===== src/rtl/ifetch.sv =====
// ifetch: instruction fetch stage. Holds the fetch PC, looks words up in a
// direct-mapped one-word-per-line instruction cache, fetches misses from the
// memory controller, and hands one instruction per cycle to the decoder.
// Optional cache: define IFETCH_ICACHE_EN to build the cache; without it
// every fetch goes to the memory controller.
module ifetch #(
  parameter int          ICACHE_IDX_W = 4,
  parameter logic [31:0] RESET_PC     = 32'h0
) (
  input  logic        clk,
  input  logic        rst,
  input  logic        rdy,
  input  logic        rollback,
  input  logic [31:0] rollback_pc,
  input  logic        issue_stall,
  output logic        mc_req,
  output logic [31:0] mc_addr,
  input  logic        mc_done,
  input  logic [31:0] mc_data,
  output logic        inst_done,
  output logic [31:0] inst,
  output logic [31:0] inst_pc
);

  typedef enum logic {IDLE, WAIT_MEM} state_t;

  state_t      state;
  logic [31:0] pc;
  logic        drop;
  logic        buf_valid;
  logic [31:0] buf_inst;
  logic [31:0] buf_pc;

  logic        hit;
  logic [31:0] hit_data;
  logic        fill;

  // A line is written whenever a memory word returns, even if it is dropped.
  assign fill = rdy && (state == WAIT_MEM) && mc_done;

`ifdef IFETCH_ICACHE_EN
  localparam int LINES = 1 << ICACHE_IDX_W;
  localparam int TAG_W = 30 - ICACHE_IDX_W;

  logic [LINES-1:0]        line_valid;
  logic [TAG_W-1:0]        tag_mem  [LINES];
  logic [31:0]             data_mem [LINES];
  logic [ICACHE_IDX_W-1:0] rd_idx;
  logic [ICACHE_IDX_W-1:0] wr_idx;

  assign rd_idx = pc[ICACHE_IDX_W+1:2];
  assign wr_idx = mc_addr[ICACHE_IDX_W+1:2];

  // Lookup is combinational so a hit can be issued on the same edge it is seen.
  assign hit      = line_valid[rd_idx] && (tag_mem[rd_idx] == pc[31:ICACHE_IDX_W+2]);
  assign hit_data = data_mem[rd_idx];

  // Valid bits: cleared only by reset, never by rollback.
  always_ff @(posedge clk or negedge rst) begin
    if (!rst) begin
      line_valid <= '0;
    end else if (fill) begin
      line_valid[wr_idx] <= 1'b1;
    end
  end

  // Tag/data arrays: written on every memory return, no reset needed.
  always_ff @(posedge clk) begin
    if (fill) begin
      tag_mem[wr_idx]  <= mc_addr[31:ICACHE_IDX_W+2];
      data_mem[wr_idx] <= mc_data;
    end
  end
`else
  logic cfg_unused;
  logic fill_unused;

  assign cfg_unused  = ICACHE_IDX_W[0];
  assign fill_unused = fill;
  assign hit         = 1'b0;
  assign hit_data    = 32'h0;
`endif

  // Fetch control: rollback > buffer drain > hit issue > miss request.
  always_ff @(posedge clk or negedge rst) begin
    if (!rst) begin
      state     <= IDLE;
      pc        <= RESET_PC;
      drop      <= 1'b0;
      buf_valid <= 1'b0;
      buf_inst  <= 32'h0;
      buf_pc    <= 32'h0;
      mc_req    <= 1'b0;
      mc_addr   <= 32'h0;
      inst_done <= 1'b0;
      inst      <= 32'h0;
      inst_pc   <= 32'h0;
    end else if (rdy) begin
      inst_done <= 1'b0;
      if (rollback) begin
        pc        <= rollback_pc;
        buf_valid <= 1'b0;
        if (state == WAIT_MEM) begin
          if (mc_done) begin
            // Word returned with the redirect: fill happens, word discarded.
            mc_req <= 1'b0;
            drop   <= 1'b0;
            state  <= IDLE;
          end else begin
            // Request stays outstanding; its word must not be emitted.
            drop <= 1'b1;
          end
        end
      end else begin
        case (state)
          IDLE: begin
            if (buf_valid) begin
              if (!issue_stall) begin
                inst_done <= 1'b1;
                inst      <= buf_inst;
                inst_pc   <= buf_pc;
                buf_valid <= 1'b0;
                pc        <= buf_pc + 32'd4;
              end
            end else if (hit) begin
              if (!issue_stall) begin
                inst_done <= 1'b1;
                inst      <= hit_data;
                inst_pc   <= pc;
                pc        <= pc + 32'd4;
              end
            end else begin
              mc_req  <= 1'b1;
              mc_addr <= {pc[31:2], 2'b00};
              state   <= WAIT_MEM;
            end
          end
          WAIT_MEM: begin
            if (mc_done) begin
              mc_req <= 1'b0;
              state  <= IDLE;
              if (drop) begin
                drop <= 1'b0;
              end else if (!issue_stall) begin
                inst_done <= 1'b1;
                inst      <= mc_data;
                inst_pc   <= pc;
                pc        <= pc + 32'd4;
              end else begin
                // Decoder busy: park the word; pc advances when it drains.
                buf_valid <= 1'b1;
                buf_inst  <= mc_data;
                buf_pc    <= pc;
              end
            end
          end
          default: state <= IDLE;
        endcase
      end
    end
  end

endmodule


===== config.mk =====
export PLATFORM = sky130hd
export DESIGN_NAME = ifetch
export DESIGN_NICKNAME = d
export VERILOG_FILES = /design/src/rtl/ifetch.sv
export SDC_FILE = /design/constraint.sdc
export NUM_CORES = 1
export LEC_CHECK = 0
export BUFFER_PORTS_ARGS = -buffer_cell sky130_fd_sc_hd__buf_2
export CORE_MARGIN = 2
export CORE_UTILIZATION = 31
export CTS_BUF_LIST = sky130_fd_sc_hd__clkbuf_4
export DETAILED_ROUTE_END_ITERATION = 7
export PLACE_DENSITY = 0.58
export REMOVE_ABC_BUFFERS = 1
export SLEW_MARGIN = 20
export SYNTH_ARGS = -nofsm -noshare
export SYNTH_HDL_FRONTEND = slang
export SYNTH_SLANG_ARGS = --single-unit

===== constraint.sdc =====
create_clock -name clk -period 2.3 [get_ports clk]
set_input_delay 0.115 -clock clk [delete_from_list [all_inputs] [get_ports clk]]
set_output_delay 0.115 -clock clk [all_outputs]
set_load 0.005 [all_outputs]

==> After elaboration in Yosys (flattened, before gate mapping) <==
Cells that the tools add are included.
{ "totals": {"ramBits": 0, "register_bits": 195, "inputBits": 70, "latchBits": 0, "mem_count": 0, "romBits": 0} }
{ "classes": {"n_shift": 0, "div_mod_pow": 0, "bitwise_logic": 4, "n_reduce_logical": 8, "order_cmp": 0, "mux": 46, "multipliers": 0, "n_eq_ne": 13, "add_sub_neg": 2} }
{ "op_table": {"columns": ["operator", "count"], "rows": [
  ["$mux 32", 16],
  ["$pmux 32 s2", 3],
  ["$add 32x3->32 const B", 2],
  ["$mux 1", 23],
  ["$ne 3x3->1 const B", 7],
  ["$reduce_and 6->1", 2],
  ["$ne 2x2->1 const B", 5],
  ["$pmux 1 s2", 4],
  ["$reduce_and 4->1", 2],
  ["$reduce_and 7->1", 1],
  ["$reduce_and 3->1", 2],
  ["$not 1->1", 4],
  ["$ne 2x1->1 const B", 1],
  ["$reduce_bool 2->1", 1]
]} }

==> Longest topological paths before layout <==
{ "depth": {"word_depth": 6, "ltp_mapped": 12, "mapped_depth_nobuf": 8} }

==> Worst setup path before layout <==
Ideal clock, no wire load.
{ "synth_path": {"path_kind": "register to register", "startpoint": "register state", "endpoint": "register pc[20]", "t_arrival_ps": 2434, "path_slack_ps": -260, "path_stages_with_launch": 13, "required_time_ps": 2174, "setup_time_ps": 126, "path_cell_list": "dfrtp_1 buf_6 buf_2 buf_2 buf_4 mux2_2 ha_1 inv_1 a21oi_1 nand4_2 nor3_1 xnor2_1 a221o_1"} }
{ "synth_between": {"elab_chain_cells": 3, "elab_cells_between_ends": 9, "classes_between": "5 x eq/ne; 2 x mux; 1 x bitwise; 1 x reduce/logical"} }
{ "synth_lines": {"columns": ["item", "line", "rtl"], "rows": [
  ["start: declaration", "27", "state_t state;"],
  ["start signal: assignment", "87", "state <= IDLE;"],
  ["start signal: assignment", "108", "state <= IDLE;"],
  ["start signal: assignment", "135", "state <= WAIT_MEM;"],
  ["$not 1->1 (no line)", null, null],
  ["$ne 3x3->1 (no line) / $pmux 32 s2 (equally long branches)", null, null],
  ["$reduce_and 6->1 (no line) / $mux 32 (equally long branches)", null, null],
  ["end signal: assignment", "101", "pc <= rollback_pc;"],
  ["end signal: assignment", "123", "pc <= buf_pc + 32'd4;"],
  ["end signal: assignment", "130", "pc <= pc + 32'd4;"],
  ["end: declaration", "28", "logic [31:0] pc;"]
]} }
Parallel ways exist; a longest one is shown, timed or not.
A chain may end at the register's enable or synchronous reset.

==> Worst setup path in the final report <==
{ "layout_path": {"startpoint": "register state", "endpoint": "register pc[25]"} }
Same word-level chain as after synthesis.

==> flow_metrics.env <==
export IMPL_outcome="finished clean"
export IMPL_post_drt_wl_per_cell_um=16.4
export IMPL_final_common_cell="dfrtp_1"
export IMPL_tightest_slew_ps=599
export IMPL_n_fill_cell=2804
export IMPL_cap_violations=0
export IMPL_die_y_um=174
export IMPL_slew_viol_final=0
export IMPL_cts_buffers=17
export IMPL_post_route_min_period_ps=2220
export IMPL_drc=0
export IMPL_insertion_delay_ps=610
export IMPL_fin_crit_sh_pct=96.7
export IMPL_grt_pass1_vias=6845
export IMPL_fp_row_count=62
export IMPL_drive_gt1_share_pct=34.7
export IMPL_drtAntennaViolNets=0
export IMPL_synth_edff_count=0
export IMPL_end_kind="flop"
export IMPL_nNetsFinal=1115
export IMPL_gp_congestion=0.782
export IMPL_synth_distinct_cells=47
export IMPL_ys_warn_count=0
export IMPL_cts_tree="done"
export IMPL_power_density_nw_per_um2=1070
export IMPL_peakVddDrop_uv=392
export IMPL_critical_path_class="reg2reg"
export IMPL_slew_headroom_pct=60.1
export IMPL_p_total_uw=12400
export IMPL_rsz0062_at_grt="yes"
export IMPL_final_util_pct=40.5
export IMPL_finalSetupViolCount=0
export IMPL_yosysSeqAreaShare_pct=54.4
export IMPL_cellLeakagePower_uw=0.00544
export IMPL_htree_levels=4
export IMPL_whs_ps=58.7
export IMPL_drt_wl_total_um=23700
export IMPL_area_growth_pct=29.3
export IMPL_start_util_pct=31.4
export IMPL_cp_max_fo=13
export IMPL_crit_required_ps=2800
export IMPL_numClockSinks=195
export IMPL_portBuffers=165
export IMPL_drtIter0Drc=357
export IMPL_grt_overflow=0
export IMPL_vias=6844
export IMPL_die_x_um=174
export IMPL_fin_skew_ps=43.0
export IMPL_first_pass_iters=4
export IMPL_grt_max_degree=69
export IMPL_fmax_mhz=450
export IMPL_dp_hpwl_um=16300
export IMPL_min_path_type="in2async"
export IMPL_io_pins=168
export IMPL_clk_pin_slew_ps=210
export IMPL_grt_pass1_wl_um=38100
export IMPL_antenna_found_initial=1
export IMPL_track_usage_pct=15.9
export IMPL_syn_avg_cell_area_um2=11.3
export IMPL_core_area_um2=28600
export IMPL_cts_root_buffer="clkbuf_4"
export IMPL_synth_area_um2=8970
export IMPL_async_flop_share_pct=100
export IMPL_synthCells=792
export IMPL_dieArea_um2=30300
export IMPL_cts_buffer_depth=2
export IMPL_vias_per_cell=4.75
export IMPL_start_kind="flop"
export IMPL_final_setup_worst_slack_ps=75.6
export IMPL_cp_data_arrival_time_ps=2730
export IMPL_layout_common_cells="dfrtp_1 (194), buf_2 (164), nand2_1 (100), mux2_2 (98), o21ai_0 (84)"
export IMPL_ys_flop_type="dfrtp_1"
export IMPL_dp_worst_setup_slack_ps=-45.8
export IMPL_synth_seq_cells=195
export IMPL_hold_violations=0
## final cells by class
| cell class | instances | area, um2 | share of cell area, % |
|---|---|---|---|
| Sequential cell | 195 | 4880 | 42.1 |
| Multi-Input combinational cell | 543 | 3910 | 33.7 |
| Timing Repair Buffer | 283 | 2020 | 17.4 |
| Tap cell | 384 | 480 | 4.14 |
| Clock inverter | 15 | 164 | 1.41 |
| Clock buffer | 17 | 128 | 1.10 |
| Inverter | 4 | 15.0 | 0.129 |
| Antenna cell | 1 | 2.50 | 0.0216 |
## power by group
group | total [uW] | internal, uW | switching (uW) | leakage [uW]
Combinational | 4540 | 2430 | 2110 | 0.00281
Sequential | 5940 | 4900 | 1040 | 0.00247
Clock | 1940 | 595 | 1350 | 0.000161
Total | 12400 | 7920 | 4500 | 0.00544
## flip-flops by register name, summed over array words and instances, names as in the netlist, 30 cells and up
| signal | cells |
|---|---|
| pc | 32 |
| inst_pc | 32 |
| buf_pc | 32 |
| buf_inst | 32 |
| mc_addr | 30 |
| inst | 32 |
## synth_stat cells (8+ instances only)
| library cell | count | area share (%) |
|---|---|---|
| buf_2 | 22 | 1.2 |
| nand3b_1 | 8 | 0.67 |
| a21oi_1 | 32 | 1.8 |
| o22ai_1 | 9 | 0.63 |
| clkbuf_1 | 22 | 0.92 |
| and3_1 | 8 | 0.56 |
| xnor2_1 | 12 | 1.2 |
| xor2_1 | 16 | 1.6 |
| nand3_1 | 17 | 0.95 |
| dfrtp_1 | 195 | 54 |
| mux2_2 | 98 | 12 |
| nand2_1 | 100 | 4.2 |
| nor2_1 | 27 | 1.1 |
| mux2i_1 | 62 | 6.9 |
| o21ai_0 | 86 | 4.8 |
## logic make-up after synthesis
family / synth area share (%)
xor gates and xnor gates: 2.73
buffers and inverters: 2.98
and+or+nand+nor: 10.8
adders and majority gates: 0.139
other: 0.0418
AOI/OAI and AO/OA: 9.74
muxes: 19.2
DFF: 54.4
## per-stage QoR
stage                     TNS, ps  std cells  cell area (um2)
after floorplan           -602940        742             8730
after global placement          0       1333            10500
after detailed placement     -111       1333            10500
after CTS                       0       1435            11500
after global routing         -166       1442            11600
final                           0       1442            11600
## final timing paths
| check | to | depth (start not counted) | startpoint | slack, ps |
|---|---|---|---|---|
| hold / removal | inst_pc[25]$_DFFE_PN0P_ | 2 | rst | 60 |
| hold reg to reg | inst[18]$_DFFE_PN0P_ | 2 | inst[18]$_DFFE_PN0P_ | 500 |
| setup / recovery | pc[25]$_DFFE_PN0P_ | 8 | state$_DFFE_PN0P_ | 80 |
| max in group asynchronous | buf_pc[17]$_DFFE_PN0P_ | 3 | rst | 1520 |
| setup reg to reg | pc[25]$_DFFE_PN0P_ | 8 | state$_DFFE_PN0P_ | 80 |
| min in group clk | buf_inst[6]$_DFFE_PN0P_ | 3 | mc_data[6] | 270 |
## layer usage
layer | share of wire [%] | global-route usage, %
met5 | 0 | 0
met4 | 1.0 | 4.10
met3 | 5.5 | 4.53
met2 | 47 | 25.3
met1 | 46 | 21.4
## timing repair
action	CTS	global route
setup buffers	0	6
hold endpoints to repair	295	0
pin swaps	1	3
resized for setup	3	13
hold buffers	70	0
endpoints found under the setup margin	7	15
## worst max-delay path, stage by stage, from the launching register on
cell      delay (ps)
dfrtp_4          560
buf_12           160
nand3b_1         190
a222oi_1         390
buf_4            210
nand4b_4         180
nor3_2           170
xor2_1           170
o22ai_1          100
Note: power is estimated with default switching activity, not from simulation.
